<file path="src/rtl/irq_pkg.sv">
// rtl/irq_pkg.sv - shared encodings and defaults for the interrupt controller
package irq_pkg;

  // Controller FSM encoding
  typedef enum logic [1:0] {
    IDLE    = 2'd0,
    REQ     = 2'd1,
    SERVICE = 2'd2
  } irq_state_e;

  // PCSrc code the control decoder issues when it takes an interrupt
  localparam logic [2:0] PCSRC_IRQ = 3'b100;

  // Default channel count
  localparam int N_IRQ_DEFAULT = 4;

endpackage

</file>
<file path="src/rtl/irq_prio_enc.sv">
// rtl/irq_prio_enc.sv - lowest-index-first priority encoder with valid flag
import irq_pkg::*;

module irq_prio_enc #(
  parameter int N    = N_IRQ_DEFAULT,
  parameter int ID_W = 2
) (
  input  logic [N-1:0]    req,
  output logic            valid,
  output logic [ID_W-1:0] idx
);

  // Scan from the top down so the lowest set index is the last write and wins
  always_comb begin
    valid = |req;
    idx   = '0;
    for (int i = N - 1; i >= 0; i--) begin
      if (req[i]) begin
        idx = ID_W'(i);
      end
    end
  end

endmodule

</file>
<file path="src/rtl/irq_ctrl.sv">
// rtl/irq_ctrl.sv - masked priority interrupt controller with req/ack handshake (IRQ_LEVEL_EN selects level-sensitive channels)
import irq_pkg::*;

module irq_ctrl #(
  parameter int               N_IRQ    = N_IRQ_DEFAULT,
  parameter int               ID_W     = 2,
  parameter int               PC_W     = 32,
  parameter logic [N_IRQ-1:0] MASK_RST = '0
) (
  input  logic             clk,
  input  logic             reset,
  input  logic [N_IRQ-1:0] irq_in,
  input  logic             mask_we,
  input  logic [N_IRQ-1:0] mask_wdata,
  output logic [N_IRQ-1:0] mask_rdata,
  output logic [N_IRQ-1:0] pending,
  output logic             irq_req,
  output logic [ID_W-1:0]  irq_id,
  input  logic             irq_ack,
  input  logic [PC_W-1:0]  pc_in,
  output logic [PC_W-1:0]  epc,
  input  logic             eret,
  output logic             in_service
);

  irq_state_e       state_q, state_d;
  logic [N_IRQ-1:0] mask_q, mask_d;
  logic [N_IRQ-1:0] pending_q, pending_d;
  logic [ID_W-1:0]  irq_id_q, irq_id_d;
  logic [PC_W-1:0]  epc_q, epc_d;

  logic [N_IRQ-1:0] eligible;
  logic             enc_valid;
  logic [ID_W-1:0]  enc_idx;
  logic             ack_fire;

  // Arbitration always uses registered pending and mask, so a same-cycle
  // mask write only takes effect on the following arbitration
  assign eligible = pending_q & mask_q;
  assign ack_fire = (state_q == REQ) && irq_ack;

  irq_prio_enc #(
    .N    (N_IRQ),
    .ID_W (ID_W)
  ) u_prio_enc (
    .req   (eligible),
    .valid (enc_valid),
    .idx   (enc_idx)
  );

  // Software mask register
  always_comb begin
    mask_d = mask_q;
    if (mask_we) begin
      mask_d = mask_wdata;
    end
  end

`ifdef IRQ_LEVEL_EN
  // Level mode: pending simply mirrors the synchronised lines one cycle late
  always_comb begin
    pending_d = irq_in;
  end
`else
  logic [N_IRQ-1:0] irq_q;
  logic [N_IRQ-1:0] rise;
  logic [N_IRQ-1:0] ack_clr;

  assign rise = irq_in & ~irq_q;

  // Edge mode: latch rises; a rise coincident with the ack clear wins
  always_comb begin
    ack_clr = '0;
    if (ack_fire) begin
      ack_clr = N_IRQ'(1) << irq_id_q;
    end
    pending_d = (pending_q & ~ack_clr) | rise;
  end

  // Previous-cycle copy of the lines for rise detection
  always_ff @(posedge clk) begin
    if (reset) begin
      irq_q <= '0;
    end else begin
      irq_q <= irq_in;
    end
  end
`endif

  // Next-state logic: request is frozen once raised, no nesting in service
  always_comb begin
    state_d  = state_q;
    irq_id_d = irq_id_q;
    epc_d    = epc_q;
    case (state_q)
      IDLE: begin
        if (enc_valid) begin
          state_d  = REQ;
          irq_id_d = enc_idx;
        end
      end
      REQ: begin
        if (ack_fire) begin
          state_d = SERVICE;
          epc_d   = pc_in;
        end
      end
      SERVICE: begin
        if (eret) begin
          state_d = IDLE;
        end
      end
      default: begin
        state_d = IDLE;
      end
    endcase
  end

  // State and datapath registers
  always_ff @(posedge clk) begin
    if (reset) begin
      state_q   <= IDLE;
      mask_q    <= MASK_RST;
      pending_q <= '0;
      irq_id_q  <= '0;
      epc_q     <= '0;
    end else begin
      state_q   <= state_d;
      mask_q    <= mask_d;
      pending_q <= pending_d;
      irq_id_q  <= irq_id_d;
      epc_q     <= epc_d;
    end
  end

  assign mask_rdata = mask_q;
  assign pending    = pending_q;
  assign irq_req    = (state_q == REQ);
  assign in_service = (state_q == SERVICE);
  assign irq_id     = irq_id_q;
  assign epc        = epc_q;

endmodule

</file>
<file path="config.mk">
export PLATFORM = sky130hd
export DESIGN_NAME = irq_ctrl
export DESIGN_NICKNAME = d
export VERILOG_FILES = /design/src/rtl/irq_pkg.sv /design/src/rtl/irq_prio_enc.sv /design/src/rtl/irq_ctrl.sv
export SDC_FILE = /design/constraint.sdc
export NUM_CORES = 1
export LEC_CHECK = 0
export BUFFER_PORTS_ARGS = -buffer_cell sky130_fd_sc_hd__clkbuf_2
export CAP_MARGIN = 40
export CORE_ASPECT_RATIO = 0.8
export CORE_MARGIN = 2
export CORE_UTILIZATION = 48
export DETAILED_ROUTE_END_ITERATION = 12
export MAX_ROUTING_LAYER = met4
export PLACE_DENSITY = 0.84
export SYNTH_ARGS = -nofsm -noshare
export SYNTH_HDL_FRONTEND = slang
export SYNTH_SLANG_ARGS = --single-unit
</file>
<file path="constraint.sdc">
create_clock -name clk -period 3.1 [get_ports clk]
set_clock_uncertainty 0.2 [all_clocks]
set_input_delay 0.62 -clock clk [delete_from_list [all_inputs] [get_ports clk]]
set_output_delay 0.62 -clock clk [all_outputs]
set_load 0.02 [all_outputs]
</file>
After elaboration in Yosys (flattened, before gate mapping)
Cells that the tools add are included.

Flip-flop bits (word level): 48. Bits of input ports: 45. Output and inout port bits: 44. Word-level logic and storage cells: 33.

Equal/unequal tests: 5. Shift operators: 1. Multiplexer cells: 9. Bitwise gates (word level): 6. Reduce and logical (&&, ||, !) cells: 6.

Operator list (number): 2-bit 2-to-1 mux (7); 4-bit AND (3); 4-bit NOT (2); 2-bit one-hot mux with 3 select lines (1); 4-bit 2-to-1 mux (1); 2-bit != test, second input constant (2); 4-bit bitwise OR (1); 2-bit AND reduction (2); 4-bit OR reduction (1); 1-bit by 2-bit << shifter with 4-bit output, first input constant (1); 3-bit AND reduction (1); 2-bit by 1-bit == test with 1-bit output, second input constant (1); 2-bit == test, second input constant (1); 2-bit zero test (1); 2-bit by 1-bit != test with 1-bit output, second input constant (1); 1-bit logical AND (1).

Logic depth before layout (Yosys ltp)
Depth in word-level cells: 6. Mapped depth: 5. Mapped depth without buffers: 3.

By module
A second synthesis with hierarchy kept.

Cell total of the unflattened synthesis: 214. Area total of the unflattened synthesis: 2185.8 sq um.

By module, submodules not included: irq_ctrl (times used 1, cells an instance 207, area an instance 2150.8 sq um, sequential area each 960.9 sq um); irq_prio_enc (times used 1, cells an instance 7, area an instance 35.0 sq um, sequential area each 0.0 sq um).

Worst setup path before layout
OpenSTA, ideal clock, no wires.

Path type: reg-to-output. Start: register state_q[0]. End: output port irq_req. Arrival time: 0.745 ns. Required time: 2.280 ns. Slack: 1.535 ns. Cell stages (with the launch flop): 2. Buffers on the path: 0. Cells stage by stage: dfxtp_1 > nor2b_1.

Word-level cells in the longest chain between the ends: 1.

Ends and longest elaborated chain: from (decl) (RTL line irq_ctrl.sv:26) `irq_state_e state_q, state_d;`; from (signal assigned) (RTL line irq_ctrl.sv:128) `state_q <= state_d;`; 2-bit by 1-bit == test with 1-bit output (RTL line irq_ctrl.sv:138) `assign irq_req = (state_q == REQ);`; to (decl) (RTL line irq_ctrl.sv:17) `output logic irq_req,`.

No other way between the ends.

Worst setup path after layout
Start: register state_q[0]. End: output port in_service.

Word-level cells in the longest chain between the ends: 1.

Ends and longest elaborated chain: 2-bit == test (RTL line irq_ctrl.sv:139) `assign in_service = (state_q == SERVICE);`; to (decl) (RTL line irq_ctrl.sv:23) `output logic in_service`.

No other way between the ends.

==> results.yml <==
min_path:
  hold_path.class: "reg2reg"
yosys:
  synth_cells: 202
  yosys.area.top_type: "dfxtp_1"
  synth_top_area_share_pct: 54.3
  synth_area_leaders: "dfxtp_1 (54%), nand2_1 (14%), a21oi_1 (9.6%), a21oi_2 (3.0%), buf_8 (2.5%)"
  synth_seq_area_share_pct: 54.3
  synth.distinct_cells: 24
  syn_area_um2: 1770
  syn_area_per_cell_um2: 8.76
  yosys_warnings: 0
  ys_ff_latch: 48
  synth_nets: 247
timing:
  setup_viol: 0
  fin_setup_tns_ns: 0
  worstMarginPinSlew_ns: 0.612
  fin_crit_sh_pct: 61.9
  fin_crit_ns: 1.92
  rsz0062_at_grt: "no"
  slew_violations: 0
  fmax_ghz: 0.521
  slew_headroom_pct: 59.2
  fin_ws_ns: 1.18
  hold_viol: 0
die:
  core-area_um2: 3470
  die_w_um: 71.9
  rows: 19
  dieArea_um2: 4190
  initial_core_util_pct: 51.0
  io_pins: 89
  die_height_um: 58.3
placed_design:
  port_buffers: 88
  place_ws_ns: 1.05
  hpwl_um: 2890
  numPlacedInstances: 322
  place.gp.congestion: 0.764
final_layout:
  num_antenna_cells: 0
  fin_util_pct: 65.7
  drive_above_1_share_pct: 36.1
  fin_nets: 332
  layout_common_cells: "clkbuf_2 (88), nand2_1 (66), dfxtp_1 (48)"
  area_delta_synth_final_pct: 28.8
  finalNonFillerCells: 330
  layout_commonest_cell: "clkbuf_2"
worst_setup_path:
  cp_max_fo: 7
  cp.arrival_ns: 1.10
  critPathRequiredTime_ns: 2.28
  critical_path_class: "reg2out"
  end_kind: "output port"
  cp-start-kind: "register"
routing:
  routed_via_density: 4.94
  first_pass_iters: 4
  antenna_left: 0
  wl_um: 3970
  wire_per_inst_um: 12.0
  drc: 0
  drt_iter0_drc: 112
  vias: 1630
global_route:
  grt_use_total_pct: 20.2
  first_global_vias: 1521
  antenna_found_initial: 0
  overflow: 0
  grt_pass1_wl_um: 6520
  grt_start_max_net_pins: 32
clock_tree:
  cts.repair.resized: 0
  numCtsBuffers: 5
  cts_hold_buf: 0
  cts_max_level: 2
  clock_latency_ns: 0.29
  clock_path_buffers: 2
  cts-root-buf: "clkbuf_8"
  clkSinkCount: 48
  cts_tree: "done"
  post_cts_buffers: 0
  cts.clk_slew.worst_paths_ns: 0.08
status:
  status: "finished, final reports clean"
flow_run:
  drv_cap: 0
power:
  power.leakage_nw: 1.01
  ir_drop_mv: 0.340
  power_density_nw_per_um2: 523
==> where the power goes <==
group	leakage, nW	total [W]	switching (W)	internal (W)
Clock	0.0455	0.000365	0.000183	0.000182
Combinational	0.576	0.000162	0.0000964	0.0000653
Sequential	0.391	0.000667	0.0000221	0.000645
Total	1.01	0.00119	0.000301	0.000892
==> kinds of logic (layout without fill, tap and decap cells) <==
logic type      count (synthesis)  count (layout)  synth area share [%]
flops                          48              48                  54.3
mux                             4               4                  2.26
buf+inv                        14             100                  5.58
simple gates                   85              85                  20.4
compound gates                 51              51                  17.5
==> per-layer routing <==
layer,vias up,GRT usage (%),share of wire [%]
met5,-,-,0
met4,0,5.66,0.38
met3,2,6.16,8.0
met2,60,32.7,47
met1,733,24.7,45
li1,835,-,-
==> cells in the mapped netlist <==
library cell   n
dfxtp_1       48
o21ai_0        2
nor2_1         5
buf_2          4
a211oi_1       2
nand2_1       66
and3b_1        1
a311oi_1       1
and2b_1        1
clkbuf_1       5
a32o_1         1
buf_6          1
buf_8          3
nor2b_1        5
a2111oi_0      1
a21oi_2        6
nand2b_1       5
nand3b_2       1
nor3_1         1
mux2i_1        4
a21oi_1       34
a22o_1         3
o31ai_1        1
inv_1          1
==> registers in the layout, summed over array words and instances (netlist names) <==
signal      count
epc            32
mask_rdata      4
state_q         2
irq_id          2
pending         4
irq_q           4
==> critical path, stage by stage, from the launching register on <==
cell	delay (ns)
dfxtp_1	0.44
and2b_1	0.22
clkbuf_2	0.16
==> through the flow <==
| step | cell area, µm² | power [W] | hold slack [ns] |
|---|---|---|---|
| after floorplan | 1770 | 0.000782 | 0.262 |
| after global placement | 2190 | 0.000842 | 0.242 |
| after detailed placement | 2190 | 0.000844 | 0.250 |
| after CTS | 2280 | 0.00121 | 0.261 |
| after global routing | 2280 | 0.00125 | 0.283 |
| final | 2280 | 0.00119 | 0.259 |
==> cell type report <==
| type | count | area [µm²] |
|---|---|---|
| inverter | 1 | 3.75 |
| clock buffer | 8 | 90.1 |
| fill | 313 | 1190 |
| sequential | 48 | 961 |
| multi-input combinational | 140 | 711 |
| tap | 42 | 52.6 |
| timing repair buffer | 91 | 463 |
==> path summary, 6_finish.rpt <==
check,cells past startpoint,startpoint,to,slack [ns]
worst min register to register,2,epc[11]$_SDFFE_PP0P_,epc[11]$_SDFFE_PP0P_,0.26
worst min-delay path,2,epc[11]$_SDFFE_PP0P_,epc[11]$_SDFFE_PP0P_,0.26
worst max-delay path,2,state_q[0]$_SDFFE_PP0P_,in_service,1.18
worst max register to register,4,state_q[0]$_SDFFE_PP0P_,epc[22]$_SDFFE_PP0P_,1.31
(Power assumes the default switching activity.)
